===== config.mk =====
export PLATFORM = sky130hd
export DESIGN_NAME = mem_load_return
export DESIGN_NICKNAME = d
export VERILOG_FILES = /design/src/rtl/mem_pkg.sv /design/src/rtl/load_extract.sv /design/src/rtl/mem_load_return.sv
export SDC_FILE = /design/constraint.sdc
export NUM_CORES = 1
export LEC_CHECK = 0
export CAP_MARGIN = 5
export CELL_PAD_IN_SITES_DETAIL_PLACEMENT = 1
export CELL_PAD_IN_SITES_GLOBAL_PLACEMENT = 1
export CORE_AREA = 2 2 122 124
export DETAILED_ROUTE_END_ITERATION = 6
export DIE_AREA = 0 0 124 126
export GPL_TIMING_DRIVEN = 1
export PLACE_DENSITY_LB_ADDON = 0.1
export SYNTH_ARGS = -nofsm -noshare
export SYNTH_HDL_FRONTEND = slang
export SYNTH_SLANG_ARGS = --single-unit

===== constraint.sdc =====
create_clock -name clk -period 2.78 [get_ports clk]
set_input_delay 0.834 -clock clk [delete_from_list [all_inputs] [get_ports clk]]
set_output_delay 0.834 -clock clk [all_outputs]
set_load 0.1 [all_outputs]

===== src/rtl/mem_pkg.sv =====
// Shared load/store definitions: op and size encodings, address map and the
// side-band record that follows a load through the BRAM read latency.
package mem_pkg;

    typedef enum logic [1:0] {
        MEM_DISABLE   = 2'b00,
        MEM_READ_SEXT = 2'b01,
        MEM_READ_ZEXT = 2'b10,
        MEM_WRITE     = 2'b11
    } mem_op_e;

    typedef enum logic [1:0] {
        BYTE      = 2'b00,
        HALFWORD  = 2'b01,
        WORD      = 2'b10,
        SIZE_RSVD = 2'b11
    } mem_size_e;

    localparam logic [31:0] DATA_BRAM_BASE = 32'h0000_0000;
    localparam logic [31:0] MMIO_BASE      = 32'h0000_A000;
    localparam logic [31:0] MMIO_IN_ADDR   = 32'h0000_A004;

    typedef struct packed {
        logic      valid;
        mem_op_e   op;
        mem_size_e size;
        logic [1:0] offset;
        logic [4:0] rd;
        logic      is_mmio;
    } load_sb_t;

    typedef struct packed {
        logic [31:0] data;
        logic [4:0]  rd;
        logic        misaligned;
    } load_result_t;

    function automatic logic is_load(input logic [1:0] op);
        return (op == MEM_READ_SEXT) || (op == MEM_READ_ZEXT);
    endfunction

endpackage


===== src/rtl/load_extract.sv =====
// Combinational lane extraction and sign/zero extension of a lane-ordered
// BRAM word; byte offset k lives in word[31-8k -: 8].
module load_extract (
    input  logic [31:0] word,
    input  logic [1:0]  size,
    input  logic [1:0]  offset,
    input  logic [1:0]  op,
    output logic [31:0] data,
    output logic        misaligned
);
    import mem_pkg::*;

    logic [7:0]  byte_val;
    logic [15:0] half_val;
    logic        sext;

    assign sext = (op == MEM_READ_SEXT);

    // NOTE: every output of a combinational block gets a default first, so no path leaves it unassigned and infers a latch.
    always_comb begin
        data       = '0;
        misaligned = 1'b0;
        byte_val   = '0;
        half_val   = '0;
        case (offset)
            2'd0:    byte_val = word[31:24];
            2'd1:    byte_val = word[23:16];
            2'd2:    byte_val = word[15:8];
            default: byte_val = word[7:0];
        endcase
        half_val = offset[1] ? {word[7:0], word[15:8]} : {word[23:16], word[31:24]};

        case (mem_size_e'(size))
            BYTE: begin
                data = sext ? {{24{byte_val[7]}}, byte_val} : {24'b0, byte_val};
            end
            HALFWORD: begin
                if (offset[0]) misaligned = 1'b1;
                else data = sext ? {{16{half_val[15]}}, half_val} : {16'b0, half_val};
            end
            WORD: begin
                if (offset != 2'd0) misaligned = 1'b1;
                else data = {word[7:0], word[15:8], word[23:16], word[31:24]};
            end
            default: misaligned = 1'b1;
        endcase

        if (misaligned) data = '0;
    end

endmodule


===== src/rtl/mem_load_return.sv =====
// Load return path: side-band pipeline matched to BRAM latency, lane
// extraction, and a credit-controlled result FIFO. Optional MMIO_READ_EN.
module mem_load_return #(
    parameter int          READ_LATENCY = 1,
    parameter int          FIFO_DEPTH   = 2,
    parameter logic [31:0] MMIO_IN_ADDR = mem_pkg::MMIO_IN_ADDR
) (
    input  logic        clk,
    input  logic        reset,
    input  logic        req_valid,
    output logic        req_ready,
    input  logic [1:0]  req_op,
    input  logic [1:0]  req_size,
    input  logic [31:0] req_addr,
    input  logic [4:0]  req_rd,
    input  logic [31:0] bram_dout,
    input  logic [31:0] mmio_in,
    output logic        ld_valid,
    input  logic        ld_ready,
    output logic [31:0] ld_data,
    output logic [4:0]  ld_rd,
    output logic        ld_misaligned
);
    import mem_pkg::*;

    localparam int CNT_W = $clog2(FIFO_DEPTH + 1);
    localparam int PTR_W = $clog2(FIFO_DEPTH);
    localparam logic [CNT_W-1:0] DEPTH_C  = CNT_W'(FIFO_DEPTH);
    localparam logic [PTR_W-1:0] PTR_LAST = PTR_W'(FIFO_DEPTH - 1);

    logic         accept;
    logic         push;
    logic         pop;
    load_sb_t     sb_in;
    load_sb_t     sb_out;
    load_sb_t     pipe_q [READ_LATENCY];
    logic [31:0]  src_word;
    load_result_t result;

    load_result_t     fifo_q [FIFO_DEPTH];
    logic [PTR_W-1:0] wr_ptr_q, wr_ptr_d;
    logic [PTR_W-1:0] rd_ptr_q, rd_ptr_d;
    logic [CNT_W-1:0] fifo_cnt_q, fifo_cnt_d;
    logic [CNT_W-1:0] credits_q, credits_d;

    // Credits cover both in-flight loads and buffered results, so a full count
    // guarantees every returning load still finds a FIFO entry.
    assign req_ready = (credits_q < DEPTH_C);
    assign accept    = req_valid && req_ready && is_load(req_op);

    always_comb begin
        sb_in         = '0;
        sb_in.valid   = accept;
        sb_in.op      = mem_op_e'(req_op);
        sb_in.size    = mem_size_e'(req_size);
        sb_in.offset  = req_addr[1:0];
        sb_in.rd      = req_rd;
        sb_in.is_mmio = (req_addr[31:2] == MMIO_IN_ADDR[31:2]);
    end

    // NOTE: sequential state is updated with non-blocking assignments so every register samples pre-edge values.
    always_ff @(posedge clk) begin
        if (reset) begin
            for (int i = 0; i < READ_LATENCY; i++) pipe_q[i] <= '0;
        end else begin
            pipe_q[0] <= sb_in;
            for (int i = 1; i < READ_LATENCY; i++) pipe_q[i] <= pipe_q[i-1];
        end
    end

    assign sb_out = pipe_q[READ_LATENCY-1];

`ifdef MMIO_READ_EN
    logic [31:0] mmio_meta_q;
    logic [31:0] mmio_sync_q;

    always_ff @(posedge clk) begin
        if (reset) begin
            mmio_meta_q <= '0;
            mmio_sync_q <= '0;
        end else begin
            mmio_meta_q <= mmio_in;
            mmio_sync_q <= mmio_meta_q;
        end
    end

    assign src_word = sb_out.is_mmio ? mmio_sync_q : bram_dout;
`else
    logic unused_ok;
    assign unused_ok = ^{mmio_in, sb_out.is_mmio};
    assign src_word  = bram_dout;
`endif

    load_extract u_extract (
        .word       (src_word),
        .size       (sb_out.size),
        .offset     (sb_out.offset),
        .op         (sb_out.op),
        .data       (result.data),
        .misaligned (result.misaligned)
    );
    assign result.rd = sb_out.rd;

    assign push     = sb_out.valid;
    assign ld_valid = (fifo_cnt_q != '0);
    assign pop      = ld_valid && ld_ready;

    always_comb begin
        wr_ptr_d   = wr_ptr_q;
        rd_ptr_d   = rd_ptr_q;
        if (push) wr_ptr_d = (wr_ptr_q == PTR_LAST) ? '0 : wr_ptr_q + 1'b1;
        if (pop)  rd_ptr_d = (rd_ptr_q == PTR_LAST) ? '0 : rd_ptr_q + 1'b1;
        fifo_cnt_d = fifo_cnt_q + CNT_W'(push) - CNT_W'(pop);
        credits_d  = credits_q + CNT_W'(accept) - CNT_W'(pop);
    end

    // NOTE: the result buffer is a handful of flops, so it is reset to keep the head outputs at zero after reset; a large RAM would not be.
    always_ff @(posedge clk) begin
        if (reset) begin
            for (int i = 0; i < FIFO_DEPTH; i++) fifo_q[i] <= '0;
            wr_ptr_q   <= '0;
            rd_ptr_q   <= '0;
            fifo_cnt_q <= '0;
            credits_q  <= '0;
        end else begin
            if (push) fifo_q[wr_ptr_q] <= result;
            wr_ptr_q   <= wr_ptr_d;
            rd_ptr_q   <= rd_ptr_d;
            fifo_cnt_q <= fifo_cnt_d;
            credits_q  <= credits_d;
        end
    end

    assign ld_data       = fifo_q[rd_ptr_q].data;
    assign ld_rd         = fifo_q[rd_ptr_q].rd;
    assign ld_misaligned = fifo_q[rd_ptr_q].misaligned;

    always_ff @(posedge clk) begin
        if (!reset) begin
            assert (!(push && !pop && fifo_cnt_q == DEPTH_C));
        end
    end

endmodule


==> results.yml, run 1 <==
layout:
  antenna_cells: 0
  syn_to_final_growth_pct: 35.7
  layout_commonest_cell: "edfxtp_1"
  seqCellArea_um2: 2660
  fin_cells: 707
  nFillCells: 1475
  drive_gt1_frac: 0.310
  nets: 631
  multi_input_area_um2: 2260
  layout_common_cells: "edfxtp_1, mux2_2, clkdlybuf4s50_1, buf_12, nand2_1"
  postLayoutCoreUtil: 0.491
yosys:
  seq_area_frac_synth: 0.514
  ys_types: 36
  synth_top_cells_by_area: "edfxtp_1, mux2_2, dfxtp_1"
  yosys_warnings: 0
  yosysTopAreaCell: "edfxtp_1"
  syn-num-nets: 552
  syn-cell-area_um2: 5180
  syn_inst: 439
  synth_area_per_cell_um2: 11.8
  ys_seq_elements: 95
  netlist.area_leader.share: 0.441
timing:
  rsz0062_at_grt: "no"
  fin_crit_sh: 0.863
  setup_violations: 0
  hold_violations: 0
  period_needed_ns: 2.40
  drv_slew: 0
  max_freq_mhz: 417
  finalSetupTns_ns: 0
  slew_headroom: 0.561
  finalClockSkew_ns: 0.00794
  tightest_slew_ns: 0.658
floorplan:
  io-pin-count: 149
  start_util: 0.362
  rows: 44
  core_um2: 14300
  die_area_um2: 15600
  die_y_um: 126
  die_width_um: 124
setup_path:
  cp.required_ns: 1.95
  reg2reg_to: "fifo_q[1][16]$_SDFFCE_PN0P_"
  reg2regPathDepth: 3
  worst-path-max-fanout: 38
  endpoint: "ld_data[28]"
  start_kind: "flop"
  crit_path_end_kind: "primary output"
  crit_type: "flop to primary output"
  critPathArrivalTime_ns: 1.56
  ff2ff_setup_slack_ns: 0.84
  r2r_start: "wr_ptr_q$_SDFFE_PP0P_"
place:
  gp_congestion: 0.836
  dp_cells: 691
  io_buffers: 86
  hpwlAfterDp_mm: 9.88
drt:
  num_vias: 3892
  drt_pass1_iterations: 7
  detail-route-antenna-nets: 0
  wirelength_mm: 14.3
  drtIter0Drc: 266
  wl_per_cell_um: 20.3
  vias_per_cell: 5.50
  drc: 0
run:
  drv_cap: 0
clocking:
  cts_hold_buf: 0
  clk_path_buf_depth: 2
  postCtsResizedCells: 0
  insertion_delay_ns: 0.35
  postCtsSetupRepairBufs: 0
  cts_buffers: 9
  cts_sinks: 95
  htree_levels: 3
  clk_pin_slew_ns: 0.07
  cts_tree: "done"
  cts_root_buf: "clkbuf_16"
global_route:
  grt_pass1_vias: 3994
  grt_pass1_wl_mm: 22.4
  gr-total-overflow: 0
  grt_max_degree: 39
  grt_usage: 0.191
  antenna_found_initial: 0
min_path:
  hold_start: "pipe_q[0][1]$_SDFF_PP0_"
  hold_class: "flop to flop"
pwr:
  power_density_nw_per_um2: 760
  power_leakage_nw: 2.42
  vdd.ir_drop.worst_v: 0.000570
outcome:
  outcome: "finished clean"
==> layout make-up <==
type                    count  area share
well taps                 184      0.0328
repair buffers            111       0.212
clock buffers              10      0.0326
flip-flops and latches     95       0.379
multi-input cells         293       0.321
clock inverters             6      0.0189
inverters                   8     0.00427
==> worst min-delay path by stage <==
stage / slack, ns / to / cells after the start
after floorplan: 0.48 / flop / 2
after global placement: 0.50 / rd_ptr_q$_SDFFE_PP0P_ / 2
after detailed placement: 0.51 / rd_ptr_q$_SDFFE_PP0P_ / 2
after CTS: 0.53 / rd_ptr_q$_SDFFE_PP0P_ / 2
after global routing: 0.54 / fifo_q[0][5]$_SDFFCE_PN0P_ / 1
final: 0.52 / fifo_q[0][1]$_SDFFCE_PN0P_ / 1
==> flip-flops by register name, summed over array words and instances (netlist names), named ones only <==
| name | cells |
|---|---|
| fifo_q | 76 |
| rd_ptr_q | 1 |
| wr_ptr_q | 1 |
| credits_q | 2 |
| fifo_cnt_q | 2 |
| pipe_q | 12 |
==> stage by stage <==
stage               area [µm²]  setup WS [ns]  total power [W]  hold WS, ns
finish                    7030          0.381          0.00534        0.521
global route              7030          0.336          0.00550        0.540
CTS                       7030          0.355          0.00538        0.526
detailed placement        6670          0.174          0.00387        0.505
global placement          6670          0.198          0.00385        0.496
floorplan                 5180          0.522          0.00311        0.481
==> cell families (layout without fill, tap and decap cells) <==
| logic type | count (synthesis) | count (layout) | synth area share |
|---|---|---|---|
| simple gates | 112 | 112 | 0.140 |
| buf+inv | 51 | 135 | 0.0512 |
| mux | 54 | 54 | 0.118 |
| xor+xnor | 7 | 7 | 0.0118 |
| compound gates | 116 | 116 | 0.155 |
| fa+ha+maj | 4 | 4 | 0.00967 |
| flops | 95 | 95 | 0.514 |
==> worst max-delay path, cell delays in order, from the launching register on <==
cell and delay, ns:
dfxtp_2 0.34, buf_12 0.25, mux2_2 0.43, buf_12 0.18
==> cells in the mapped netlist (all sizes together) <==
cell type	number
nand2	39
nor2b	19
buf	32
a32oi	12
edfxtp	76
and2	11
a21oi	17
nand2b	2
nand3	5
nor3b	3
mux2	54
ha	4
nor3	1
xor2	2
dfxtp	19
inv	8
o21a	1
and3	1
and4bb	17
clkbuf	11
xnor2	5
o22ai	16
a21o	1
a22oi	37
nor4b	1
nor2	10
or2	3
a31oi	32
==> report_power, final <==
part,switching (W),internal [W],total [W]
sequential,0.0000432,0.00164,0.00168
combinational,0.00136,0.000784,0.00215
clock,0.000540,0.000969,0.00151
==> layer usage <==
layer / vias up / track usage / wire [µm] / share of wire
li1: 1843 / - / - / -
met1: 1931 / 0.257 / 6400 / 0.45
met2: 99 / 0.305 / 7030 / 0.49
met3: 19 / 0.0313 / 588 / 0.041
met4: 0 / 0.0760 / 315 / 0.022
met5: - / 0 / 0 / 0
Note: power is estimated with default switching activity, not from simulation.
==> run 2: changes to the inputs <==
Settings changed: HOLD_SLACK_MARGIN from default to 0.08.
==> results of run 2 <==
Same layout as run 1: the final DEF is identical, and so are final timing and power.
